## src/rtl/csr_pkg.sv

```systemverilog
// csr_pkg: shared definitions for the machine-mode CSR access path.
//   - CSR address constants for the implemented machine-mode registers
//   - csr_op_e:        Zicsr funct3 encodings
//   - csr_acc_state_e: state encoding of the CSR access sequencer
//   - csr_addr_supported(): membership test for the implemented CSR set
package csr_pkg;

  localparam int CSR_ADDR_W = 12;

  localparam logic [CSR_ADDR_W-1:0] CSR_MSTATUS  = 12'h300;
  localparam logic [CSR_ADDR_W-1:0] CSR_MISA     = 12'h301;
  localparam logic [CSR_ADDR_W-1:0] CSR_MIE      = 12'h304;
  localparam logic [CSR_ADDR_W-1:0] CSR_MTVEC    = 12'h305;
  localparam logic [CSR_ADDR_W-1:0] CSR_MSCRATCH = 12'h340;
  localparam logic [CSR_ADDR_W-1:0] CSR_MEPC     = 12'h341;
  localparam logic [CSR_ADDR_W-1:0] CSR_MCAUSE   = 12'h342;
  localparam logic [CSR_ADDR_W-1:0] CSR_MTVAL    = 12'h343;
  localparam logic [CSR_ADDR_W-1:0] CSR_MIP      = 12'h344;
  localparam logic [CSR_ADDR_W-1:0] CSR_MHARTID  = 12'hF14;

  // funct3[2] selects the immediate form, funct3[1:0] the operation kind.
  typedef enum logic [2:0] {
    CSR_OP_RW  = 3'b001,
    CSR_OP_RS  = 3'b010,
    CSR_OP_RC  = 3'b011,
    CSR_OP_RWI = 3'b101,
    CSR_OP_RSI = 3'b110,
    CSR_OP_RCI = 3'b111
  } csr_op_e;

  typedef enum logic [1:0] {
    ST_IDLE  = 2'd0,
    ST_READ  = 2'd1,
    ST_WRITE = 2'd2,
    ST_RESP  = 2'd3
  } csr_acc_state_e;

  function automatic logic csr_addr_supported(input logic [CSR_ADDR_W-1:0] addr);
    logic hit;
    case (addr)
      CSR_MSTATUS, CSR_MISA, CSR_MIE, CSR_MTVEC, CSR_MSCRATCH,
      CSR_MEPC, CSR_MCAUSE, CSR_MTVAL, CSR_MIP, CSR_MHARTID: hit = 1'b1;
      default:                                               hit = 1'b0;
    endcase
    return hit;
  endfunction

endpackage

```

## src/rtl/csr_alu.sv

```systemverilog
// csr_alu: combinational read-modify-write data path for Zicsr operations.
//   op      - Zicsr operation (immediate and register forms behave alike)
//   old     - current CSR value
//   operand - rs1 value or zero-extended uimm
//   wdata   - value to be written back to the CSR
module csr_alu
  import csr_pkg::*;
#(
  parameter int XLEN = 32
) (
  input  csr_op_e         op,
  input  logic [XLEN-1:0] old,
  input  logic [XLEN-1:0] operand,
  output logic [XLEN-1:0] wdata
);

  always_comb begin
    wdata = operand;
    case (op)
      CSR_OP_RW, CSR_OP_RWI: wdata = operand;
      CSR_OP_RS, CSR_OP_RSI: wdata = old | operand;
      CSR_OP_RC, CSR_OP_RCI: wdata = old & ~operand;
      default:               wdata = operand;
    endcase
  end

endmodule

```

## src/rtl/csr_access_unit.sv

```systemverilog
// csr_access_unit: initiator side of the machine-mode CSR file port.
// Takes one decoded Zicsr instruction at a time, reads the CSR, optionally
// writes it back, and returns the old value (or an illegal indication).
//
// Ports:
//   ctrl_clk, ctrl_reset_n       clock, synchronous active-low reset
//   req_valid/req_ready          request handshake
//   req_funct3, req_csr          Zicsr funct3 and CSR address
//   req_rs1_idx, req_rs1_val     rs1 index (uimm for immediate forms), rs1 value
//   resp_valid/resp_ready        response handshake
//   resp_rdata, resp_illegal     old CSR value (0 if illegal), illegal flag
//   csr_addr, csr_wdata, csr_wen CSR file address, write data, write enable
//   csr_rdata                    CSR file combinational read data
//
// Handshakes: a transfer happens on a rising edge where valid && ready.
// req_ready is high only in IDLE; resp_valid, resp_rdata and resp_illegal are
// held stable from the first RESP cycle until the edge where resp_ready is high.
module csr_access_unit
  import csr_pkg::*;
#(
  parameter int XLEN   = 32,
  parameter int CSR_AW = CSR_ADDR_W
) (
  input  logic              ctrl_clk,
  input  logic              ctrl_reset_n,
  input  logic              req_valid,
  output logic              req_ready,
  input  logic [2:0]        req_funct3,
  input  logic [CSR_AW-1:0] req_csr,
  input  logic [4:0]        req_rs1_idx,
  input  logic [XLEN-1:0]   req_rs1_val,
  output logic              resp_valid,
  input  logic              resp_ready,
  output logic [XLEN-1:0]   resp_rdata,
  output logic              resp_illegal,
  output logic [CSR_AW-1:0] csr_addr,
  output logic [XLEN-1:0]   csr_wdata,
  output logic              csr_wen,
  input  logic [XLEN-1:0]   csr_rdata
);

  csr_acc_state_e    state_q, state_d;
  logic [2:0]        op_q;
  logic [CSR_AW-1:0] csr_q;
  logic [4:0]        idx_q;
  logic [XLEN-1:0]   operand_q;
  logic [XLEN-1:0]   old_q;
  logic              illegal_q;

  logic              write_intent_c;
  logic              illegal_c;
  logic [XLEN-1:0]   alu_wdata;

  // RS/RC with rs1=x0 (or uimm=0) are pure reads; RW always writes.
  assign write_intent_c = (op_q[1:0] == 2'b01) || (idx_q != 5'd0);

  // csr[11:10]==11 marks the read-only CSR space.
  assign illegal_c = (op_q[1:0] == 2'b00)
                  || !csr_addr_supported(csr_q)
                  || (write_intent_c && (csr_q[11:10] == 2'b11));

  csr_alu #(.XLEN(XLEN)) u_alu (
    .op      (csr_op_e'(op_q)),
    .old     (old_q),
    .operand (operand_q),
    .wdata   (alu_wdata)
  );

  always_ff @(posedge ctrl_clk) begin
    if (!ctrl_reset_n) begin
      state_q   <= ST_IDLE;
      op_q      <= '0;
      csr_q     <= '0;
      idx_q     <= '0;
      operand_q <= '0;
      old_q     <= '0;
      illegal_q <= 1'b0;
    end else begin
      state_q <= state_d;
      if ((state_q == ST_IDLE) && req_valid) begin
        op_q      <= req_funct3;
        csr_q     <= req_csr;
        idx_q     <= req_rs1_idx;
        operand_q <= req_funct3[2] ? XLEN'(req_rs1_idx) : req_rs1_val;
      end
      if (state_q == ST_READ) begin
        old_q     <= csr_rdata;
        illegal_q <= illegal_c;
      end
    end
  end

  always_comb begin
    state_d      = state_q;
    req_ready    = 1'b0;
    resp_valid   = 1'b0;
    resp_illegal = 1'b0;
    resp_rdata   = '0;
    csr_wen      = 1'b0;
    csr_addr     = '0;
    csr_wdata    = '0;
    case (state_q)
      ST_IDLE: begin
        req_ready = 1'b1;
        if (req_valid) state_d = ST_READ;
      end
      ST_READ: begin
        csr_addr = csr_q;
        state_d  = (!illegal_c && write_intent_c) ? ST_WRITE : ST_RESP;
      end
      ST_WRITE: begin
        csr_addr  = csr_q;
        csr_wen   = 1'b1;
        csr_wdata = alu_wdata;
        state_d   = ST_RESP;
      end
      ST_RESP: begin
        resp_valid   = 1'b1;
        resp_illegal = illegal_q;
        resp_rdata   = illegal_q ? '0 : old_q;
        if (resp_ready) state_d = ST_IDLE;
      end
      default: state_d = ST_IDLE;
    endcase
  end

endmodule
```

## config.mk

```make
export PLATFORM = sky130hd
export DESIGN_NAME = csr_access_unit
export DESIGN_NICKNAME = d
export VERILOG_FILES = /design/src/rtl/csr_pkg.sv /design/src/rtl/csr_alu.sv /design/src/rtl/csr_access_unit.sv
export SDC_FILE = /design/constraint.sdc
export NUM_CORES = 1
export LEC_CHECK = 0
export CAP_MARGIN = 30
export CORE_MARGIN = 2
export CORE_UTILIZATION = 48
export CTS_CLUSTER_DIAMETER = 50
export DETAILED_ROUTE_END_ITERATION = 7
export GPL_TIMING_DRIVEN = 0
export PLACE_DENSITY = 0.86
export SLEW_MARGIN = 10
export SYNTH_ARGS = -nofsm -noshare
export SYNTH_HDL_FRONTEND = slang
export SYNTH_SLANG_ARGS = --single-unit
```

## constraint.sdc

```tcl
create_clock -name ctrl_clk -period 4.9 [get_ports ctrl_clk]
set_input_delay 1.47 -clock ctrl_clk [delete_from_list [all_inputs] [get_ports ctrl_clk]]
set_output_delay 1.47 -clock ctrl_clk [all_outputs]
set_load 0.1 [all_outputs]
```

==> summary.md, run 1 <==
| Metric | Value |
|---|---|
| Status | `complete, no violations` |
| Antenna Diode Count | `0` |
| Max clock buf depth | `2` |
| Top Ports | `168` |
| Max stage delay cell, worst path | `clkdlybuf4s50_1` |
| Worst hold stages | `2` |
| Commonest cells after routing, fill and taps aside | `clkdlybuf4s50_1 (165), nand2_1 (138), dfxtp_1 (86), and2_1 (77), mux2i_1 (38)` |
| Setup tns final | `0 ns` |
| Die Y-Extent | `between 100 and 150 um` |
| Cell taking the most area after synthesis | `dfxtp_1` |
| Routability cong. | `0.827` |
| Final period util | `0.950` |
| CP endpoint kind | `primary output` |
| Asr flop ratio synth | `0` |
| Initial antenna violation count | `0` |
| Worst setup SP type | `flip-flop` |
| Vias per cell | `5.03` |
| First-pass GRT wire length | `~19,000 um` |
| Synthesized net count | `650` |
| Most common cell after layout, fill and taps aside | `clkdlybuf4s50_1` |
| Hold_buf cts | `0` |
| Drt total wl | `12,700 um` |
| Post-CTS Setup Bufs | `0` |
| Synth top area cells | `dfxtp_1 (38%), nand2_1 (11%), and2_1 (11%)` |
| Via count of the routed design | `about 4,300` |
| CTS tree | `built` |
| Worst-margin pin slew | `a little over 1 ns` |
| Max Freq | `between 200 and 250 MHz` |
| Largest net degree at the start of global routing | `15` |
| Layout cells sized above 1 | `0.0514` |
| Leak pwr | `0.00238 uW` |
| Gr ovfl total | `0` |
| VDD IR max | `about 0.00022 V` |
| # fillers | `between 700 and 800` |
| Yosys warns | `0` |
| CP Depth | `5` |
| DP Cell Count | `~830` |
| Final setup fails | `0` |
| Synth Flop Type | `dfxtp_1` |
| Crit path cell chain | `ha_1 > nor2b_1 > clkbuf_1 > and2_1 > clkdlybuf4s50_1` |
| Finished Core Util | `0.707` |
| Fin Hold WS | `around 0.46 ns` |
| Initial Utilization | `0.492` |
| CTS Buf Count | `9` |
| Fin nets | `826` |
| Drt pass-1 iters | `4` |
| DR DRC count | `0` |
| Register area | `approximately 1700 um2` |
| Final Critical Period | `approximately 4.7 ns` |
| Die width | `around 100 um` |
| Slew headroom | `0.311` |
| Iter 0 DRT Violations | `90` |
| Antenna Nets Post-Route | `0` |
| Post-CTS Resized | `0` |
| Average wire per standard cell | `around 15 um` |
| Path depth of the worst reg2reg path | `7` |
| RSZ-0062 raised after global routing | `false` |
| Finished Layout Cells | `850` |
| Worst path top cell family by delay | `buffers and inverters` |
| Clock sink count | `86` |
| Critical path required time | `approximately 3.4 ns` |
| Vias in the first global route | `slightly above 4,000` |
| Area of the mapped netlist | `roughly 4500 um2` |
| HP Class | `reg -> reg` |
| Setup CP Type | `reg -> out` |
| Number of synthesized flops with an enable pin | `0` |
| FP Rows | `35` |
| Setup Skew | `0.0123 ns` |
| Area of the multi-input gates | `between 2000 and 3000 um2` |
| WP buf/inv | `2` |
| CTS root buf | `clkbuf_8` |
| Reg clk slew, reported paths | `about 0.090 ns` |
| Yosys reg bits | `86` |
| Netlist cell types | `29` |
| Post-synthesis sequential area ratio | `0.381` |
| Synthesized instance count | `558` |
| Slew Viols, Final | `0` |
| PwrDens | `approximately 410 nW/um2` |
| Area Overhead vs Synth | `43.7%` |
| Detailed placement HPWL | `around 9700 um` |
| PortBufs | `around 170` |
| Clock Latency Late Sink | `0.35 ns` |
| Final Hold Viols | `0` |
| CP max stage delay | `about 1.1 ns` |
| Worst Path Max Fanout | `10` |
| Syn Area/Cell | `8.10 um2` |
| Core box area | `between 9000 and 10,000 um2` |
| Die area | `just over 10,000 um2` |
| Number of max-cap violations | `0` |
| GRT Util Overall | `0.241` |
| Yosys top cell area share | `0.381` |
| Htree depth | `3` |
| Worst Path Arrival | `approximately 3.2 ns` |
-- sequential cells by signal, indices dropped and copies added, names as in the netlist --
signal,cells
old_q,32
operand_q,32
csr_q,12
idx_q,5
op_q,2
state_q,2
illegal_q,1
-- Yosys cell counts (all sizes together), types with 2 or more instances --
library cell / instances
o21ai: 37
inv: 3
clkbuf: 21
nor2: 3
nor2b: 36
ha: 4
nand3b: 28
nand3: 2
dfxtp: 86
buf: 21
mux2i: 38
nor3: 3
nand2: 138
a21oi: 2
and2: 78
a21boi: 46
o211a: 5
-- per-layer routing --
layer,vias to the layer above,part of all wire,GRT usage
met3,2,0.051,0.0423
met2,117,0.49,0.428
met4,0,0.0029,0.0520
li1,2182,-,-
met1,1977,0.45,0.306
met5,-,0,0
-- layout make-up --
| type | count | area share |
|---|---|---|
| multi-input combinational | 427 | 0.395 |
| clock inverter | 4 | 0.00481 |
| inverter | 3 | 0.00173 |
| clock buffer | 12 | 0.0239 |
| buffer | 42 | 0.0345 |
| sequential | 86 | 0.265 |
| tap | 111 | 0.0214 |
| timing repair buffer | 165 | 0.254 |
-- where the power goes --
part	internal [uW]	total, uW	switching [uW]
registers	843	950	107
clock network	213	471	257
logic	438	1240	800
-- tightest hold or removal path: cells and delay by family (launching register included) --
kind            cells  cell delay [ns]
flops               1             0.32
compound gates      1             0.05
simple gates        1             0.05
-- through the flow --
stage | setup WS, ns | area [um2] | power [uW]
global route | 0.100 | 6500 | 2800
global placement | 0.711 | 6310 | 2160
CTS | 0.223 | 6500 | 2670
floorplan | 0.901 | 4520 | 1850
detailed placement | 0.611 | 6310 | 2200
finish | 0.243 | 6500 | 2660
-- worst paths after layout --
check / startpoint / end / slack, ns
worst min register to register: idx_q[4] / idx_q[4] / 0.46
worst max-delay path: state_q[0] / resp_rdata[1] / 0.24
worst min-delay path: idx_q[4] / idx_q[4] / 0.46
worst max register to register: state_q[0] / operand_q[13] / 3.16
-- cell families (layout without fill, tap and decap cells) --
| family | Yosys count | count (layout) | synth area share |
|---|---|---|---|
| and+or+nand+nor | 290 | 290 | 0.332 |
| AOI/OAI and AO/OA | 95 | 95 | 0.140 |
| DFF | 86 | 86 | 0.381 |
| buffers and inverters | 45 | 226 | 0.0520 |
| muxes | 38 | 38 | 0.0841 |
| adders and majority gates | 4 | 4 | 0.0111 |
No activity file was read; power rests on OpenSTA's default activity.
==> run 2, diff against run 1 <==
- CORE_MARGIN: 2 -> not set
==> run 2 against run 1 <==
Compared with the run above:
- die area fell by 3.9%
- non-clock buffer count did not move
- sequential cell count did not move
- sequential power barely moved
- critical path type unchanged
- first-iteration DRC count rose by 26%
==> summary.md, run 2 (same netlist as run 1, synthesis figures left out) <==
| Metric | Value |
|---|---|
| Status | `complete, no violations` |
| DR DRC count | `0 (unchanged)` |
| Largest net degree at the start of global routing | `14 (-1)` |
| VDD IR max | `0.000236 V (+7.8%)` |
| Worst setup SP type | `flip-flop` |
| Initial Utilization | `0.492 (unchanged)` |
| Drt pass-1 iters | `4 (unchanged)` |
| Critical path required time | `3.43 ns (about the same)` |
| Vias in the first global route | `4,253 (+4.9%)` |
| Final Critical Period | `4.62 ns (-0.0410 ns)` |
| Setup CP Type | `reg -> out` |
| Detailed placement HPWL | `9480 um (-1.8%)` |
| CTS root buf | `clkbuf_8` |
| CTS Buf Count | `9 (unchanged)` |
| Hold_buf cts | `0 (unchanged)` |
| RR Startpoint | `state_q[0]` |
| Drt total wl | `12,500 um (-1.4%)` |
| Max clock buf depth | `2 (unchanged)` |
| Iter 0 DRT Violations | `113 (+26%)` |
| Routability cong. | `0.834 (+0.91%)` |
| Leak pwr | `0.00239 uW (+0.43%)` |
| Area Overhead vs Synth | `43.8% (about the same)` |
| PwrDens | `411 nW/um2 (+0.58%)` |
| Reg clk slew, reported paths | `0.08 ns (about the same)` |
| Slew Viols, Final | `0 (unchanged)` |
| First-pass GRT wire length | `20,200 um (+3.6%)` |
| Top Ports | `168 (unchanged)` |
| Fin Hold WS | `0.459 ns (-0.000827 ns)` |
| Worst hold stages | `2 (unchanged)` |
| Post-CTS Resized | `0 (unchanged)` |
| CTS tree | `built` |
| Final setup fails | `0 (unchanged)` |
| Clock sink count | `86 (unchanged)` |
| Htree depth | `3 (unchanged)` |
| Average wire per standard cell | `14.8 um (-1.3%)` |
| Die width | `99.0 um (-2.0%)` |
| Worst Path Arrival | `3.15 ns (-0.04 ns)` |
| Regs by FF count | `old_q x32, operand_q x32, csr_q x12` |
| Initial antenna violation count | `0 (unchanged)` |
| Post-CTS Setup Bufs | `0 (unchanged)` |
| Antenna Diode Count | `0 (unchanged)` |
| Final period util | `0.942 (-0.00836)` |
| Core box area | `9200 um2 (unchanged)` |
| Via count of the routed design | `4,350 (+1.7%)` |
| Setup Skew | `0.00850 ns (-0.00378 ns)` |
| Gr ovfl total | `0 (unchanged)` |
| Most common cell after layout, fill and taps aside | `clkdlybuf4s50_1` |
| Layout cells sized above 1 | `0.0501 (-0.00129)` |
| FP Rows | `35 (unchanged)` |
| Number of max-cap violations | `0 (unchanged)` |
| RSZ-0062 raised after global routing | `false` |
| Commonest cells after routing, fill and taps aside | `clkdlybuf4s50_1 (165), nand2_1 (138), dfxtp_1 (86), and2_1 (77), mux2i_1 (38)` |
| Max Freq | `217 MHz (+0.89%)` |
| Finished Core Util | `0.707 (about the same)` |
| CP startpoint | `state_q[0]` |
| HP Class | `reg -> reg` |
| Antenna Nets Post-Route | `0 (unchanged)` |
| Clock Latency Late Sink | `0.35 ns (about the same)` |
| Vias per cell | `5.12 (+1.8%)` |
| Hold path startpoint | `idx_q[2]` |
| Worst-margin pin slew | `1.03 ns (-0.00150 ns)` |
| Die area | `9810 um2 (-3.9%)` |
| GRT Util Overall | `0.261 (+0.0200)` |
| Final Hold Viols | `0 (unchanged)` |
| Die Y-Extent | `99.0 um (-2.0%)` |
| Worst Path Max Fanout | `10 (unchanged)` |
| CP endpoint kind | `primary output` |
| Fin nets | `826 (unchanged)` |
| Path depth of the worst reg2reg path | `7 (unchanged)` |
| Setup tns final | `0 ns (unchanged)` |
| Slew headroom | `0.312 (+0.00100)` |
| PortBufs | `165 (unchanged)` |
-- run 2: power by group --
group | internal (uW) | leakage [uW] | switching (uW)
Combinational | 437 | 0.00159 | 797
Clock | 245 | 0.0000952 | 245
Sequential | 843 | 0.000703 | 107
Total | 1530 | 0.00239 | 1150
-- run 2: cell type report --
class	instances	area, um2
Fill cell	767	2700
Multi-Input combinational cell	427	2560
Sequential cell	86	1720
Timing Repair Buffer	165	1650
Buffer	42	224
Clock buffer	11	141
Tap cell	111	139
Clock inverter	4	47.5
Inverter	3	11.3
-- run 2: path summary, 6_finish.rpt --
check	endpoint	slack (ns)
worst max-delay path	resp_rdata[0]	0.28
worst min-delay path	idx_q[2]	0.46
worst max register to register	operand_q[14]	3.15
worst min register to register	idx_q[2]	0.46
-- run 2: metrics by stage --
stage | instances | power [uW] | area (um2) | worst slack (ns)
finish | 849 | 2670 | 6500 | 0.284
global placement | 834 | 2160 | 6310 | 0.713
floorplan | 558 | 1850 | 4520 | 0.901
detailed placement | 834 | 2200 | 6310 | 0.660
global route | 849 | 2840 | 6500 | 0.0879
CTS | 849 | 2690 | 6500 | 0.265
-- run 2: routing by layer --
metal	vias up	part of all wire	track usage
met4	0	0.019	0.0907
met1	1999	0.45	0.327
li1	2186	-	-
met3	22	0.052	0.0426
met5	-	0	0
met2	143	0.48	0.455
-- run 2: critical path, cell delays in order, from the launching register on --
cell             delay (ns)
dfxtp_1                0.43
ha_1                   0.24
nor2b_1                0.38
clkbuf_1               0.41
and2_1                 0.20
clkdlybuf4s50_1        1.14
